`config.mk`:
```
export PLATFORM = sky130hd
export DESIGN_NAME = exec_unit_flat
export DESIGN_NICKNAME = d
export VERILOG_FILES = /design/src/rtl/exec_pkg.sv /design/src/rtl/exec_if.sv /design/src/rtl/exec_alu.sv /design/src/rtl/exec_unit.sv /design/src/flat_wrapper.sv
export SDC_FILE = /design/constraint.sdc
export NUM_CORES = 1
export LEC_CHECK = 0
export ABC_AREA = 1
export CORE_MARGIN = 4
export CORE_UTILIZATION = 45
export CTS_BUF_LIST = sky130_fd_sc_hd__clkbuf_8
export DETAILED_ROUTE_END_ITERATION = 6
export PLACE_DENSITY = 0.79
export SYNTH_ARGS = -nofsm -noshare
export SYNTH_HDL_FRONTEND = slang
export SYNTH_SLANG_ARGS = --single-unit
```
`constraint.sdc`:
```
create_clock -name clk -period 3.9 [get_ports clk]
set_input_delay 0.78 -clock clk [delete_from_list [all_inputs] [get_ports clk]]
set_output_delay 0.78 -clock clk [all_outputs]
set_load 0.02 [all_outputs]
```
`src/rtl/exec_pkg.sv`:
```
// exec_pkg: opcodes, FSM state type and opcode classification helpers for exec_unit.
package exec_pkg;
    localparam logic [3:0] OP_LOD  = 4'h1;
    localparam logic [3:0] OP_STR  = 4'h2;
    localparam logic [3:0] OP_ADD  = 4'h3;
    localparam logic [3:0] OP_ADDI = 4'h4;
    localparam logic [3:0] OP_LODI = 4'h5;
    localparam logic [3:0] OP_NAND = 4'h6;
    localparam logic [3:0] OP_SUB  = 4'h7;
    localparam logic [3:0] OP_AND  = 4'h8;
    localparam logic [3:0] OP_OR   = 4'h9;
    localparam logic [3:0] OP_XOR  = 4'hA;
    localparam logic [3:0] OP_SHL  = 4'hB;
    localparam logic [3:0] OP_SHR  = 4'hC;

    typedef enum logic {IDLE, MEM} state_t;

    function automatic logic is_mem_op(input logic [3:0] op);
        return op == OP_LOD || op == OP_STR;
    endfunction

    function automatic logic is_alu_op(input logic [3:0] op);
        return op >= OP_ADD && op <= OP_SHR;
    endfunction
endpackage

```
`src/rtl/exec_if.sv`:
```
// exec_if: memory request/ready bus between exec_unit (master) and memory (slave).
interface exec_if #(parameter int WIDTH = 8);
    logic [WIDTH-1:0] mem_addr;
    logic [WIDTH-1:0] mem_data_out;
    logic [WIDTH-1:0] mem_data_in;
    logic             mem_req;
    logic             we;
    logic             mem_ready;

    modport master(output mem_addr, mem_data_out, mem_req, we, input mem_data_in, mem_ready);
    modport slave(input mem_addr, mem_data_out, mem_req, we, output mem_data_in, mem_ready);
endinterface

```
`src/rtl/exec_alu.sv`:
```
// exec_alu: combinational ALU for exec_unit; carry output exists only with EXEC_FLAGS_EN.
module exec_alu
    import exec_pkg::*;
#(
    parameter int WIDTH = 8
) (
    input  logic [3:0]       op,
    input  logic [WIDTH-1:0] a,
    input  logic [WIDTH-1:0] b,
`ifdef EXEC_FLAGS_EN
    output logic             carry,
`endif
    output logic [WIDTH-1:0] res
);
    localparam int SW = $clog2(WIDTH);

    logic [SW-1:0] amt;

    assign amt = b[SW-1:0];

    always_comb begin
        res = '0;
        case (op)
            OP_ADD, OP_ADDI: res = a + b;
            OP_SUB:          res = a - b;
            OP_LODI:         res = a;
            OP_NAND:         res = ~(a & b);
            OP_AND:          res = a & b;
            OP_OR:           res = a | b;
            OP_XOR:          res = a ^ b;
            OP_SHL:          res = a << amt;
            OP_SHR:          res = a >> amt;
            default:         res = '0;
        endcase
    end

`ifdef EXEC_FLAGS_EN
    logic [WIDTH:0] sum, dif, shl, shr;

    // One spare bit on each side captures carry/borrow and the last bit shifted out
    always_comb begin
        sum   = {1'b0, a} + {1'b0, b};
        dif   = {1'b0, a} - {1'b0, b};
        shl   = {1'b0, a} << amt;
        shr   = {a, 1'b0} >> amt;
        carry = 1'b0;
        case (op)
            OP_ADD, OP_ADDI: carry = sum[WIDTH];
            OP_SUB:          carry = dif[WIDTH];
            OP_SHL:          carry = shl[WIDTH];
            OP_SHR:          carry = shr[0];
            default:         carry = 1'b0;
        endcase
    end
`endif
endmodule

```
`src/rtl/exec_unit.sv`:
```
// exec_unit: execute stage with one-cycle ALU ops and request/ready load/store with timeout.
// Optional zero/carry flag outputs are enabled by defining EXEC_FLAGS_EN.
module exec_unit
    import exec_pkg::*;
#(
    parameter int WIDTH       = 8,
    parameter int MEM_TIMEOUT = 16
) (
    input  logic             clk,
    input  logic             rst,
    input  logic             start,
    input  logic [3:0]       op,
    input  logic [WIDTH-1:0] val1,
    input  logic [WIDTH-1:0] val2,
    input  logic [WIDTH-1:0] addr_in,
    output logic [WIDTH-1:0] val_out,
    output logic             busy,
    output logic             done,
    output logic             err,
`ifdef EXEC_FLAGS_EN
    output logic             zero,
    output logic             carry,
`endif
    exec_if.master           mem
);
    localparam int CW = MEM_TIMEOUT > 1 ? $clog2(MEM_TIMEOUT) : 1;

    state_t           state, state_n;
    logic [CW-1:0]    cnt;
    logic [3:0]       op_q;
    logic [WIDTH-1:0] alu_res;
    logic             hit, tmo;
`ifdef EXEC_FLAGS_EN
    logic             alu_c;
`endif

    exec_alu #(.WIDTH(WIDTH)) u_alu (
        .op(op),
        .a(val1),
        .b(val2),
`ifdef EXEC_FLAGS_EN
        .carry(alu_c),
`endif
        .res(alu_res)
    );

    assign busy = state != IDLE;

    // A ready in the final timeout cycle counts as a normal completion
    always_comb begin
        hit     = state == MEM && mem.mem_ready;
        tmo     = state == MEM && !mem.mem_ready && MEM_TIMEOUT > 0 && cnt == CW'(MEM_TIMEOUT - 1);
        state_n = state == IDLE ? (start && is_mem_op(op) ? MEM : IDLE) : (hit || tmo ? IDLE : MEM);
    end

    always_ff @(posedge clk or posedge rst) begin
        if (rst) state <= IDLE;
        else     state <= state_n;
    end

    always_ff @(posedge clk or posedge rst) begin
        if (rst) begin
            val_out          <= '0;
            done             <= 1'b0;
            err              <= 1'b0;
            cnt              <= '0;
            op_q             <= '0;
            mem.mem_addr     <= '0;
            mem.mem_data_out <= '0;
            mem.mem_req      <= 1'b0;
            mem.we           <= 1'b0;
`ifdef EXEC_FLAGS_EN
            zero             <= 1'b0;
            carry            <= 1'b0;
`endif
        end else begin
            done <= 1'b0;
            err  <= 1'b0;
            if (state == IDLE && start) begin
                if (is_mem_op(op)) begin
                    op_q             <= op;
                    cnt              <= '0;
                    mem.mem_addr     <= addr_in;
                    mem.mem_req      <= 1'b1;
                    mem.we           <= op == OP_STR;
                    mem.mem_data_out <= op == OP_STR ? val1 : '0;
                end else if (is_alu_op(op)) begin
                    val_out <= alu_res;
                    done    <= 1'b1;
`ifdef EXEC_FLAGS_EN
                    zero    <= alu_res == '0;
                    carry   <= alu_c;
`endif
                end else begin
                    done <= 1'b1;
                    err  <= 1'b1;
                end
            end else if (hit) begin
                mem.mem_req <= 1'b0;
                mem.we      <= 1'b0;
                done        <= 1'b1;
                if (op_q == OP_LOD) begin
                    val_out <= mem.mem_data_in;
`ifdef EXEC_FLAGS_EN
                    zero    <= mem.mem_data_in == '0;
                    carry   <= 1'b0;
`endif
                end
            end else if (tmo) begin
                mem.mem_req <= 1'b0;
                mem.we      <= 1'b0;
                done        <= 1'b1;
                err         <= 1'b1;
            end else if (state == MEM) begin
                cnt <= cnt + 1'b1;
            end
        end
    end
endmodule

```
`src/flat_wrapper.sv`:
```
// flat-port wrapper written by rule: the top's interface ports become plain ports
module exec_unit_flat import exec_pkg::*;
#(
    parameter int WIDTH       = 8,
    parameter int MEM_TIMEOUT = 16
)
  (clk, rst, start, op, val1, val2, addr_in, val_out, busy, done, err, mem_mem_addr, mem_mem_data_out, mem_mem_req, mem_we, mem_mem_data_in, mem_mem_ready);
  exec_if #(.WIDTH(WIDTH)) mem_i ();
  input  logic clk;
  input  logic rst;
  input  logic start;
  input  logic [3:0] op;
  input  logic [WIDTH-1:0] val1;
  input  logic [WIDTH-1:0] val2;
  input  logic [WIDTH-1:0] addr_in;
  output logic [WIDTH-1:0] val_out;
  output logic busy;
  output logic done;
  output logic err;
  output wire logic [$bits(mem_i.mem_addr)-1:0] mem_mem_addr;
  output wire logic [$bits(mem_i.mem_data_out)-1:0] mem_mem_data_out;
  output wire logic [$bits(mem_i.mem_req)-1:0] mem_mem_req;
  output wire logic [$bits(mem_i.we)-1:0] mem_we;
  input wire logic [$bits(mem_i.mem_data_in)-1:0] mem_mem_data_in;
  input wire logic [$bits(mem_i.mem_ready)-1:0] mem_mem_ready;
  assign mem_mem_addr = mem_i.mem_addr;
  assign mem_mem_data_out = mem_i.mem_data_out;
  assign mem_mem_req = mem_i.mem_req;
  assign mem_we = mem_i.we;
  assign mem_i.mem_data_in = mem_mem_data_in;
  assign mem_i.mem_ready = mem_mem_ready;
  exec_unit #(.WIDTH(WIDTH), .MEM_TIMEOUT(MEM_TIMEOUT)) u_core (.clk(clk), .rst(rst), .start(start), .op(op), .val1(val1), .val2(val2), .addr_in(addr_in), .val_out(val_out), .busy(busy), .done(done), .err(err), .mem(mem_i));
endmodule
```
==> metrics.txt <==
Tcrit/Tclk final ~82%; FF-to-FF setup slack 1.71 ns; die width around 93 um; Worst slew margin a little over half; Hold Path Class reg2reg; flops & latches, synth 37; WL met2 between 4 and 5 mm; clock sink total 37; antenna violations before repair 0; post-synth cell types 36; final worst slack between 0.6 and 0.7 ns; worst r2r src u_core.busy; Synth top cells by count nand2_1, nor2_1, inv_1; syn avg cell area about 6.4 um2; hold wc startpoint u_core.mem.mem_addr[6]; Initial Util between 40% and 50%; Hold Crit Depth 2; Syn Inst Count roughly 500; CTS Root Cell clkbuf_8; Total Power 1.43 mW; crit path max fanout 11; crit start category input port; Post-route DRC 0; GRT Total Usage between 20% and 30%; DR WL met3 652 um; global-route wire length before repair about 15 mm; vias in the first global route between 3k and 4k; Port Buffers 68; clock latency on the worst-skew pair a little under 0.3 ns; GP Congestion approximately 0.95; area leader, netlist dfrtp_1; final hold violation count 0; Routed Antenna Nets 0; Setup TNS Final 0 ns; worst slew pin tran ~0.70 ns; CP peak stage delay 0.51 ns; syn_nets 571; Worst path most repeated cell nand2_1; Worst EP required roughly 4 ns; via count roughly 3.5k; number of setup buffers added after CTS 0; TritonCTS Buffers 5; synth warn 0; ys flop type dfrtp_1; # IOs between 60 and 70; FFs w/ async S/R, synth 100%; layout cells sized above 1 between 5 and 6%; Top Metal Used met4; max frequency 311 MHz; crit path max-delay cell type clkdlybuf4s50_1; Max-Cap Viols 0; crit-path cells clkdlybuf4s50_1 > buf_4 > nor2_1 > nand2_1 > o31ai_1 > xor2_1 > ha_1 > nand2_1 > inv_1 > nand2_1 > nand2_1 > a21oi_1 > inv_1 > nand2_1 > nand3_1 > nand2_1 > nand2_1 > a21oi_1; Die Height between 90 and 100 um; RSZ-0062 raised after global routing no; Via density approximately 5.2; Leak Pwr 2.10 nW; clock skew 0.00616 ns; Hold EP u_core.mem.mem_addr[6]; DRT iter0 DRCs roughly 190; synthesized area ~3200 um2; Metal-1 WL about 4.1 mm; ratio of total power to cell area between 300 and 400 nW/um2; final count of negative-setup-slack endpoints 0; ranking of synthesized cells by area dfrtp_1, nand2_1, ha_1, nor2_1, inv_1; Max clock buf depth 2; VDD IR max 0.146 mV; diode count 0; Tmin final around 3.2 ns; DRT Wirelength 9.57 mm; core area 6870 um2; DP Worst Slack roughly 0.40 ns; max-slew violation count 0; TritonCTS clock tree built; count leader, synth nand2_1; status finished, final reports clean; Synth-to-Final Area Change 27.8%; cts repair resizes 0; CTS clk-pin slew, worst paths ~0.070 ns; hold_buf cts 0; post-synth top area share between 20% and 30%; FP Rows 30; CTS HTree Levels 2; post-synthesis sequential area ratio between 20 and 30%; non-filler cells, final approximately 670; net count reported at finish between 600 and 700; r2r worst-path depth 7; Post-synth EDFFs 0; Setup crit end kind register; Setup CP Type in2reg; CP Data Arrival Time between 3 and 4 ns; Pre-antenna DRT Iters 4; GRT Residual Overflow 0; WL/cell about 14 um; die footprint 8600 um2; post-placement cell count approximately 670; largest net degree at the start of global routing 38; post-DP HPWL about 7.7 mm; R2R Path End u_core.cnt[3]
-- cells by family after synthesis --
| logic type | share of synthesized area [%] |
|---|---|
| AO/OA/AOI/OAI | 12.3 |
| adder cells (fa/ha/maj) | 10.7 |
| flip-flops | 28.7 |
| XOR/XNOR | 1.63 |
| buffers and inverters | 9.80 |
| AND/OR/NAND/NOR | 36.9 |
-- routing by layer --
layer / vias to the layer above / global-route usage (%)
li1: 1739 / -
met1: 1592 / 28.2
met2: 135 / 39.1
met3: 13 / 3.25
met4: 0 / 7.08
met5: - / 0
-- how the worst max path moves through the flow --
stage | startpoint | to | slack (ns) | depth (start not counted)
after floorplan | val2[1] | u_core.val_out[7] | 0.89 | 21
after global placement | val2[0] | u_core.val_out[7] | 0.49 | 18
after detailed placement | val2[0] | u_core.val_out[7] | 0.40 | 18
after CTS | val2[0] | u_core.val_out[7] | 0.69 | 18
after global routing | val2[0] | u_core.val_out[7] | 0.29 | 20
final | val2[0] | u_core.val_out[7] | 0.68 | 18
-- final cells by class --
type | instances | area (um2)
clock buffers | 7 | 96.3
clock inverters | 1 | 5.00
flip-flops and latches | 37 | 926
inverters | 67 | 251
repair buffers | 76 | 741
well taps | 96 | 120
multi-input cells | 389 | 1990
fillers | 636 | 2740
-- state kept, by name, indices dropped and copies added (netlist names) --
register / count
u_core.op_q: 4
u_core.mem.mem_req: 1
u_core.mem.mem_data_out: 8
u_core.done: 1
u_core.mem.we: 1
u_core.val_out: 8
u_core.cnt: 4
u_core.busy: 1
u_core.mem.mem_addr: 8
u_core.err: 1
-- cells in the final DEF, fill, tap and decap left out, types with 4 or more instances in the layout --
cell and instances:
a21oi_1 25, buf_4 8, clkbuf_8 7, clkdlybuf4s50_1 68, dfrtp_1 37, ha_1 26
inv_1 64, nand2_1 159, nand2_2 4, nand3_1 30, nand4_1 7, nor2_1 65
nor3_1 4, o211ai_1 6, o21ai_0 31, xor2_1 5
-- worst max-delay path: cells and delay by family --
kind | cells | cell delay (ns)
compound gates | 3 | 0.54
xor+xnor | 1 | 0.20
simple gates | 9 | 0.78
fa+ha+maj | 1 | 0.30
buf+inv | 4 | 0.83
-- through the flow --
step	hold WS, ns	area, um2	utilization (%)
after floorplan	0.460	3230	-
after global placement	0.461	4030	58.6
final	0.483	4130	60.1
after detailed placement	0.465	4030	58.6
after global routing	0.507	4130	60.1
after CTS	0.483	4130	60.1
-- where the power goes --
group	total, mW	internal (mW)	switching (mW)	leakage, nW
sequential	0.519	0.472	0.0474	0.465
combinational	0.618	0.269	0.349	1.59
clock	0.289	0.159	0.130	0.0542
No activity file was read; power rests on OpenSTA's default activity.
